[src/rtl/phase_sequencer_if.sv]
// phase_sequencer_if: test-load inputs and timing outputs
// of the master phase sequencer.
interface phase_sequencer_if;
  logic       TEST_LOAD;
  logic [7:0] TEST_S;
  logic [7:0] S;
  logic       PHI_n;
  logic       RAS_n;
  logic       READY;
  logic       CCLK;
  logic       CYC_START;
  logic       SEQ_ERR;

  modport master (
    output TEST_LOAD, TEST_S,
    input  S, PHI_n, RAS_n, READY,
    input  CCLK, CYC_START, SEQ_ERR
  );

  modport slave (
    input  TEST_LOAD, TEST_S,
    output S, PHI_n, RAS_n, READY,
    output CCLK, CYC_START, SEQ_ERR
  );
endinterface

[src/rtl/phase_sequencer.sv]
// phase_sequencer: 16-state Johnson sequencer dividing the
// master clock into the 1 us memory/video cycle.
module phase_sequencer (
  input  logic              CLK_n,
  input  logic              RESET,
  phase_sequencer_if.slave  bus
);

  logic [7:0] s_q, s_d;
  logic       err_q, err_d;
  logic       phi_n_q, phi_n_d;
  logic       ras_n_q, ras_n_d;
  logic       cclk_q, cclk_d;
  logic       ready_q, ready_d;
  logic       cyc_q, cyc_d;
  logic [4:0] cur_dec;
  logic [4:0] nxt_dec;
  logic [3:0] n_d;

  // Returns {legal, index} for a sequence code.
  function automatic logic [4:0] decode(input logic [7:0] c);
    logic [4:0] r;
    r = 5'd0;
    case (c)
      8'h00: r = {1'b1, 4'd0};
      8'h01: r = {1'b1, 4'd1};
      8'h03: r = {1'b1, 4'd2};
      8'h07: r = {1'b1, 4'd3};
      8'h0F: r = {1'b1, 4'd4};
      8'h1F: r = {1'b1, 4'd5};
      8'h3F: r = {1'b1, 4'd6};
      8'h7F: r = {1'b1, 4'd7};
      8'hFF: r = {1'b1, 4'd8};
      8'hFE: r = {1'b1, 4'd9};
      8'hFC: r = {1'b1, 4'd10};
      8'hF8: r = {1'b1, 4'd11};
      8'hF0: r = {1'b1, 4'd12};
      8'hE0: r = {1'b1, 4'd13};
      8'hC0: r = {1'b1, 4'd14};
      8'h80: r = {1'b1, 4'd15};
      default: r = 5'd0;
    endcase
    return r;
  endfunction

  // Next code and outputs decoded from that next code,
  // so registered outputs always match the visible S.
  always_comb begin
    s_d     = {s_q[6:0], ~s_q[7]};
    err_d   = err_q;
    cur_dec = decode(s_q);
    if (bus.TEST_LOAD) begin
      s_d = bus.TEST_S;
    end else if (!cur_dec[4]) begin
      s_d   = 8'h00;
      err_d = 1'b1;
    end
    nxt_dec = decode(s_d);
    n_d     = nxt_dec[3:0];
    phi_n_d = 1'b1;
    ras_n_d = 1'b1;
    cclk_d  = 1'b0;
    ready_d = 1'b0;
    cyc_d   = 1'b0;
    if (nxt_dec[4]) begin
      phi_n_d = ~n_d[1];
      ras_n_d = ~(n_d[1] ^ n_d[0]);
      cclk_d  = n_d[3];
      ready_d = (n_d[3:2] == 2'b01);
      cyc_d   = (n_d == 4'd0);
    end
  end

  // Sequence, sticky error and output registers.
  always_ff @(posedge CLK_n) begin
    if (RESET) begin
      s_q     <= 8'h00;
      err_q   <= 1'b0;
      phi_n_q <= 1'b1;
      ras_n_q <= 1'b1;
      cclk_q  <= 1'b0;
      ready_q <= 1'b0;
      cyc_q   <= 1'b0;
    end else begin
      s_q     <= s_d;
      err_q   <= err_d;
      phi_n_q <= phi_n_d;
      ras_n_q <= ras_n_d;
      cclk_q  <= cclk_d;
      ready_q <= ready_d;
      cyc_q   <= cyc_d;
    end
  end

  assign bus.S         = s_q;
  assign bus.SEQ_ERR   = err_q;
  assign bus.PHI_n     = phi_n_q;
  assign bus.RAS_n     = ras_n_q;
  assign bus.CCLK      = cclk_q;
  assign bus.READY     = ready_q;
  assign bus.CYC_START = cyc_q;

endmodule

[src/flat_wrapper.sv]
// flat-port wrapper written by rule: the top's interface ports become plain ports
module phase_sequencer_flat 
  (CLK_n, RESET, bus_TEST_LOAD, bus_TEST_S, bus_S, bus_PHI_n, bus_RAS_n, bus_READY, bus_CCLK, bus_CYC_START, bus_SEQ_ERR);
  phase_sequencer_if bus_i ();
  input  logic CLK_n;
  input  logic RESET;
  input wire logic [$bits(bus_i.TEST_LOAD)-1:0] bus_TEST_LOAD;
  input wire logic [$bits(bus_i.TEST_S)-1:0] bus_TEST_S;
  output wire logic [$bits(bus_i.S)-1:0] bus_S;
  output wire logic [$bits(bus_i.PHI_n)-1:0] bus_PHI_n;
  output wire logic [$bits(bus_i.RAS_n)-1:0] bus_RAS_n;
  output wire logic [$bits(bus_i.READY)-1:0] bus_READY;
  output wire logic [$bits(bus_i.CCLK)-1:0] bus_CCLK;
  output wire logic [$bits(bus_i.CYC_START)-1:0] bus_CYC_START;
  output wire logic [$bits(bus_i.SEQ_ERR)-1:0] bus_SEQ_ERR;
  assign bus_i.TEST_LOAD = bus_TEST_LOAD;
  assign bus_i.TEST_S = bus_TEST_S;
  assign bus_S = bus_i.S;
  assign bus_PHI_n = bus_i.PHI_n;
  assign bus_RAS_n = bus_i.RAS_n;
  assign bus_READY = bus_i.READY;
  assign bus_CCLK = bus_i.CCLK;
  assign bus_CYC_START = bus_i.CYC_START;
  assign bus_SEQ_ERR = bus_i.SEQ_ERR;
  phase_sequencer u_core (.CLK_n(CLK_n), .RESET(RESET), .bus(bus_i));
endmodule
[config.mk]
export PLATFORM = sky130hd
export DESIGN_NAME = phase_sequencer_flat
export DESIGN_NICKNAME = d
export VERILOG_FILES = /design/src/rtl/phase_sequencer_if.sv /design/src/rtl/phase_sequencer.sv /design/src/flat_wrapper.sv
export SDC_FILE = /design/constraint.sdc
export NUM_CORES = 1
export LEC_CHECK = 0
export CAP_MARGIN = 20
export CORE_UTILIZATION = 25
export CTS_CLUSTER_SIZE = 28
export DETAILED_ROUTE_END_ITERATION = 10
export GPL_ROUTABILITY_DRIVEN = 0
export PLACE_DENSITY = 0.53
export SLEW_MARGIN = 20
export SYNTH_ARGS = -nofsm -noshare
export SYNTH_HDL_FRONTEND = slang
export SYNTH_SLANG_ARGS = --single-unit
[constraint.sdc]
create_clock -name CLK_n -period 5.3 [get_ports CLK_n]
set_input_delay 1.06 -clock CLK_n [delete_from_list [all_inputs] [get_ports CLK_n]]
set_output_delay 1.06 -clock CLK_n [all_outputs]
set_load 0.05 [all_outputs]
==> flow_metrics.tcl, run 1 <==
set metrics [dict create \
    multi_input_area_um2 836 \
    register_area_um2 280 \
    tightest_slew_ns 0.606 \
    start_util 0.268 \
    areaGrowthSynthToFinish_pct 25.3 \
    synth_fa_ha_area_frac 0.0104 \
    critical_path_required_ns 5.45 \
    synth_top_family_by_area "compound AO/OA/AOI/OAI gates" \
    end_kind "flop" \
    ctsRootBufferMaster "clkbuf_8" \
    p_total_mw 0.343 \
    drt-vias-per-instance 5.43 \
    diodes 0 \
    pin_count 25 \
    min_path_type "flop to flop" \
    yosysTopAreaCell "dfxtp_1" \
    grt-ovfl-total 0 \
    wirelength_um 3530 \
    grtUsageTotal 0.145 \
    cp-start-kind "primary input" \
    power_density_nw_per_um2 226 \
    cts-resized-gates 0 \
    synthCells 158 \
    fin_tns_setup_ns 0 \
    arrival_ns 3.80 \
    grt_pass1_wl_um 5870 \
    path_max_fanout 12 \
    core.rowCount 24 \
    outcome "completed" \
    ys_ff_latch 14 \
    yosysTopAreaCellShare 0.232 \
    clkLatencyLatePin_ns 0.25 \
    clkSlewWorstSetupHoldPaths_ns 0.07 \
    post-route-period-util 0.688 \
    io_buffer_count 24 \
    core-area_um2 4500 \
    grt_pass1_vias 1157 \
    vdd_drop_max_uv 150 \
    synth.area.mux_share 0.0362 \
    final_common_cell "clkdlybuf4s50_1" \
    n_fill_cell 496 \
    skew_ns 0.00293 \
    synth-simple-area-share 0.287 \
    drive_above_1_share 0.142 \
    drc 0 \
    syn_area_um2 1210 \
    first_pass_iters 4 \
    hpwl_um 2690 \
    fp.dieH_um 71.5 \
    path_class "primary input to flop" \
    period_minus_slack_ns 3.65 \
    maxCapViolations 0 \
    synth_area_leaders "dfxtp_1 (23%), nand2_1 (5.6%), a21oi_1 (4.1%), nor2_1 (4.0%), nand3_1 (3.7%)" \
    yosysWarnings 0 \
    placed_cell_area_um2 1460 \
    h-tree-depth 1 \
    grt_max_degree 18 \
    syn_nets 170 \
    fmax_ghz 0.274 \
    synth_cell_types 57 \
    setup_viol 0 \
    finalInstanceArea_um2 1510 \
    drtIter0Drc 77 \
    routedWlPerCell_um 15.5 \
    cts_made_buffers 3 \
    p_leak_nw 0.498 \
    hold_violations 0 \
    die_w_um 71.5 \
    rsz0062_at_grt "false" \
    tritoncts "yes" \
    synth-xor-area-share 0.0290 \
    most-common-layout-cells "clkdlybuf4s50_1 (24), nand2_1 (18), dfxtp_1 (14)" \
    regToRegSetupSlack_ns 2.32 \
    slew_headroom 0.595 \
    drv_slew 0 \
    cts_max_path_buffers 2 \
    cts_sinks 14 \
    ant_nets 0 \
    grt_antenna_before_repair 0 \
    synth_compound_area_frac 0.329 \
    nets 189 \
    synth-seq-area-share 0.232 \
    die-area_um2 5120 \
    cts_hold_buffers 0 \
    vias 1237 \
    syn_area_per_cell_um2 7.65 \
    cts_setup_buffers 0 \
]
## state kept, by name, summed over array words and instances, names as in the netlist
signal	count
u_core.bus.RAS_n	1
u_core.bus.PHI_n	1
u_core.bus.CYC_START	1
u_core.bus.READY	1
u_core.bus.S	8
u_core.bus.SEQ_ERR	1
u_core.bus.CCLK	1
## power by group
part / switching (mW) / internal (mW)
clock network: 0.0437 / 0.0659
registers: 0.00969 / 0.111
logic: 0.0703 / 0.0416
total: 0.124 / 0.219
## cell usage after synthesis, drive strengths merged
master,instances
a2111oi,2
nand2b,6
o221ai,2
clkbuf,5
dfxtp,14
a41o,1
inv,8
o21a,3
and3,3
a22o,1
nor3b,1
o22ai,2
nand3,9
o21ai,10
nand4,1
or2,2
nor2,14
a221o,1
o31ai,2
and4b,1
a32o,1
a31o,1
nand2,19
xor2,2
nand4b,1
nor3,2
and2,2
o32ai,1
o211ai,2
a21oi,12
nor2b,1
xnor2,2
a22oi,2
o2111ai,2
or3,1
a31oi,1
nor4,3
ha,1
a211oi,4
mux2i,4
buf,6
## cell families after synthesis
group                      Yosys count
AOI/OAI and AO/OA                   50
xor gates and xnor gates             4
adders and majority gates            1
buffers and inverters               19
DFF                                 14
muxes                                4
and+or+nand+nor                     66
## area by class of cell
type | count | share of cell area
timing repair buffer | 25 | 0.164
multi-input combinational | 125 | 0.552
clock buffer | 4 | 0.0364
tap | 52 | 0.0430
sequential | 14 | 0.185
inverter | 8 | 0.0198
## per-stage QoR
stage	instances	utilization	hold slack (ns)	worst slack (ns)
2_1_floorplan	158	-	0.723	2.24
3_3_place_gp	224	0.324	0.474	1.37
3_5_place_dp	224	0.324	0.474	1.42
4_1_cts	228	0.336	0.505	1.67
5_1_grt	228	0.336	0.578	1.40
6_report	228	0.336	0.514	1.65
## routing by layer
metal / vias to the layer above / GRT usage / wire length [µm]
li1: 618 / - / -
met1: 564 / 0.210 / 1710
met2: 53 / 0.216 / 1530
met3: 2 / 0.0323 / 265
met4: 0 / 0.0414 / 24
met5: - / 0 / 0
## worst max-delay path, cell delays in order
cell,delay [ns]
clkdlybuf4s50_1,0.69
inv_1,0.29
nor4_1,0.57
nor2_1,0.11
o21ai_0,0.16
o21ai_0,0.14
mux2i_1,0.15
nor4_1,0.08
ha_1,0.30
nand2b_1,0.06
a41o_1,0.20
## worst paths after layout
path | startpoint | end | cells after the start
worst max-delay path | bus_TEST_LOAD | u_core.bus.RAS_n | 11
worst min-delay path | u_core.bus.SEQ_ERR | u_core.bus.SEQ_ERR | 2
worst max register to register | u_core.bus.S[3] | u_core.bus.RAS_n | 10
worst min register to register | u_core.bus.SEQ_ERR | u_core.bus.SEQ_ERR | 2
No activity file was read; power rests on OpenSTA's default activity.
==> run 2: changes to the inputs <==
Settings changed: PLACE_DENSITY 0.53 to 0.54.
Clock period 5.3 ns to 3.1 ns, I/O delays scaled along.
==> run 2 against run 1 <==
  * Hold slack worse by 0.017 ns
  * Non-clock buffer count is 12 higher
  * Via count grew 3.9%
  * Worst setup slack worse by 1.3 ns
  * Sequential power is 69% higher
  * Combinational power increased by 88%
  * Clock-buffer cell count unchanged
  * Core utilization up 2.0 points
  * Sequential cell count stayed put
==> flow_metrics.tcl, run 2 (synthesis gave the netlist of run 1 again) <==
set metrics [dict create \
    outcome "completed" \
    timing.hold.worst_path_depth 2 \
    first_pass_iters 4 \
    internal-power_mw 0.388 \
    drtIter0Drc 51 \
    path_class "primary input to flop" \
    tightest_slew_ns 0.607 \
    nets 201 \
    cp-start-kind "primary input" \
    die_w_um 71.5 \
    clkLatencyLatePin_ns 0.25 \
    cts_setup_buffers 0 \
    grt_pass1_wl_um 6240 \
    n_fill_cell 490 \
    regToRegSetupSlack_ns 0.35 \
    vias 1285 \
    ctsRootBufferMaster "clkbuf_8" \
    grt_pass1_vias 1260 \
    hpwl_um 2930 \
    cts-resized-gates 0 \
    cts_hold_buffers 0 \
    drv_slew 0 \
    whs_endpoint "u_core.bus.SEQ_ERR" \
    critical_path_required_ns 3.25 \
    power_frac_comb 0.350 \
    core-area_um2 4500 \
    swShare 0.358 \
    most-common-layout-cells "clkdlybuf4s50_1 (24), nand2_1 (18), dfxtp_1 (14)" \
    min_path_type "flop to flop" \
    r2r_start "u_core.bus.S[2]" \
    fin_tns_setup_ns 0 \
    cts_made_buffers 3 \
    drc 0 \
    p_total_mw 0.605 \
    drive_above_1_share 0.197 \
    fmax_ghz 0.363 \
    fp.dieH_um 71.5 \
    grt-ovfl-total 0 \
    final_cells 240 \
    power_density_nw_per_um2 377 \
    vdd_drop_max_uv 254 \
    cts_max_path_buffers 2 \
    pin_count 25 \
    start_util 0.268 \
    hold_violations 0 \
    largest_register_ffs 8 \
    io_buffer_count 24 \
    multi_input_area_um2 836 \
    register_area_um2 280 \
    h-tree-depth 1 \
    areaGrowthSynthToFinish_pct 32.7 \
    drt-vias-per-instance 5.35 \
    slew_headroom 0.594 \
    final_common_cell "clkdlybuf4s50_1" \
    skew_ns 0.00414 \
    pwr-share-clk 0.311 \
    die-area_um2 5120 \
    grt_antenna_before_repair 0 \
    path_max_fanout 5 \
    r2r_end "u_core.bus.RAS_n" \
    tritoncts "yes" \
    arrival_ns 2.91 \
    wirelength_um 3740 \
    cts_sinks 14 \
    rsz0062_at_grt "false" \
    routedWlPerCell_um 15.6 \
    hold_path_startpoint "u_core.bus.SEQ_ERR" \
    end_kind "flop" \
    post-route-period-util 0.890 \
    grtUsageTotal 0.160 \
    grt_max_degree 16 \
    diodes 0 \
    maxCapViolations 0 \
    core.rowCount 24 \
    reg2reg_depth 10 \
    timing.hold.ws_ns 0.498 \
    layout_setup_ws_ns 0.343 \
    netSwitchingPower_mw 0.217 \
    post-place-cells 236 \
    pwr-share-seq 0.339 \
    pre_cts_ws_ns 0.0880 \
    period_minus_slack_ns 2.76 \
    ant_nets 0 \
    p_leak_nw 0.558 \
    setup_viol 0 \
    clkSlewWorstSetupHoldPaths_ns 0.07 \
]
run 2: cell count changes in the layout (fill, tap and decap cells not counted), sizes merged:
cell / change
buf: +12
run 2: layer usage:
metal / global-route usage / up-vias / part of all wire
met5: 0 / - / 0
met4: 0.0566 / 0 / 0.023
met3: 0.0323 / 10 / 0.043
met2: 0.251 / 39 / 0.43
met1: 0.218 / 595 / 0.50
li1: - / 641 / -
run 2: worst max-delay path, cell delays in order:
cell             delay, ns
clkdlybuf4s50_1       0.60
nand2_1               0.15
or2_2                 0.36
nor2_1                0.18
o211ai_1              0.12
o21a_1                0.19
and3_1                0.19
ha_1                  0.27
nand2b_1              0.05
a41o_1                0.20
run 2: area by class of cell:
class	count	area share
inverter	8	0.0187
sequential	14	0.175
timing repair buffer	37	0.211
tap	52	0.0406
multi-input combinational	125	0.521
clock buffer	4	0.0343
run 2: power by group through the flow:
stage / Clock (mW) / Combinational, mW / Sequential (mW)
after global placement: 0 / 0.211 / 0.209
after CTS: 0.192 / 0.210 / 0.206
after detailed placement: 0 / 0.209 / 0.209
after global routing: 0.197 / 0.227 / 0.207
final: 0.188 / 0.211 / 0.205
after floorplan: 0 / 0.106 / 0.239
run 2: worst max-delay path by stage:
stage | cells after the start | endpoint | startpoint
floorplan | 11 | u_core.bus.RAS_n | u_core.bus.S[2]
global placement | 10 | u_core.bus.RAS_n | bus_TEST_S[4]
detailed placement | 10 | u_core.bus.RAS_n | bus_TEST_S[4]
CTS | 10 | u_core.bus.RAS_n | u_core.bus.S[2]
global route | 10 | u_core.bus.RAS_n | u_core.bus.S[4]
finish | 10 | u_core.bus.RAS_n | bus_TEST_S[4]
run 2: metrics by stage:
step,area (µm²),util
6_report,1600,0.356
5_1_grt,1600,0.356
4_1_cts,1600,0.356
3_5_place_dp,1550,0.344
3_3_place_gp,1550,0.344
2_1_floorplan,1210,-
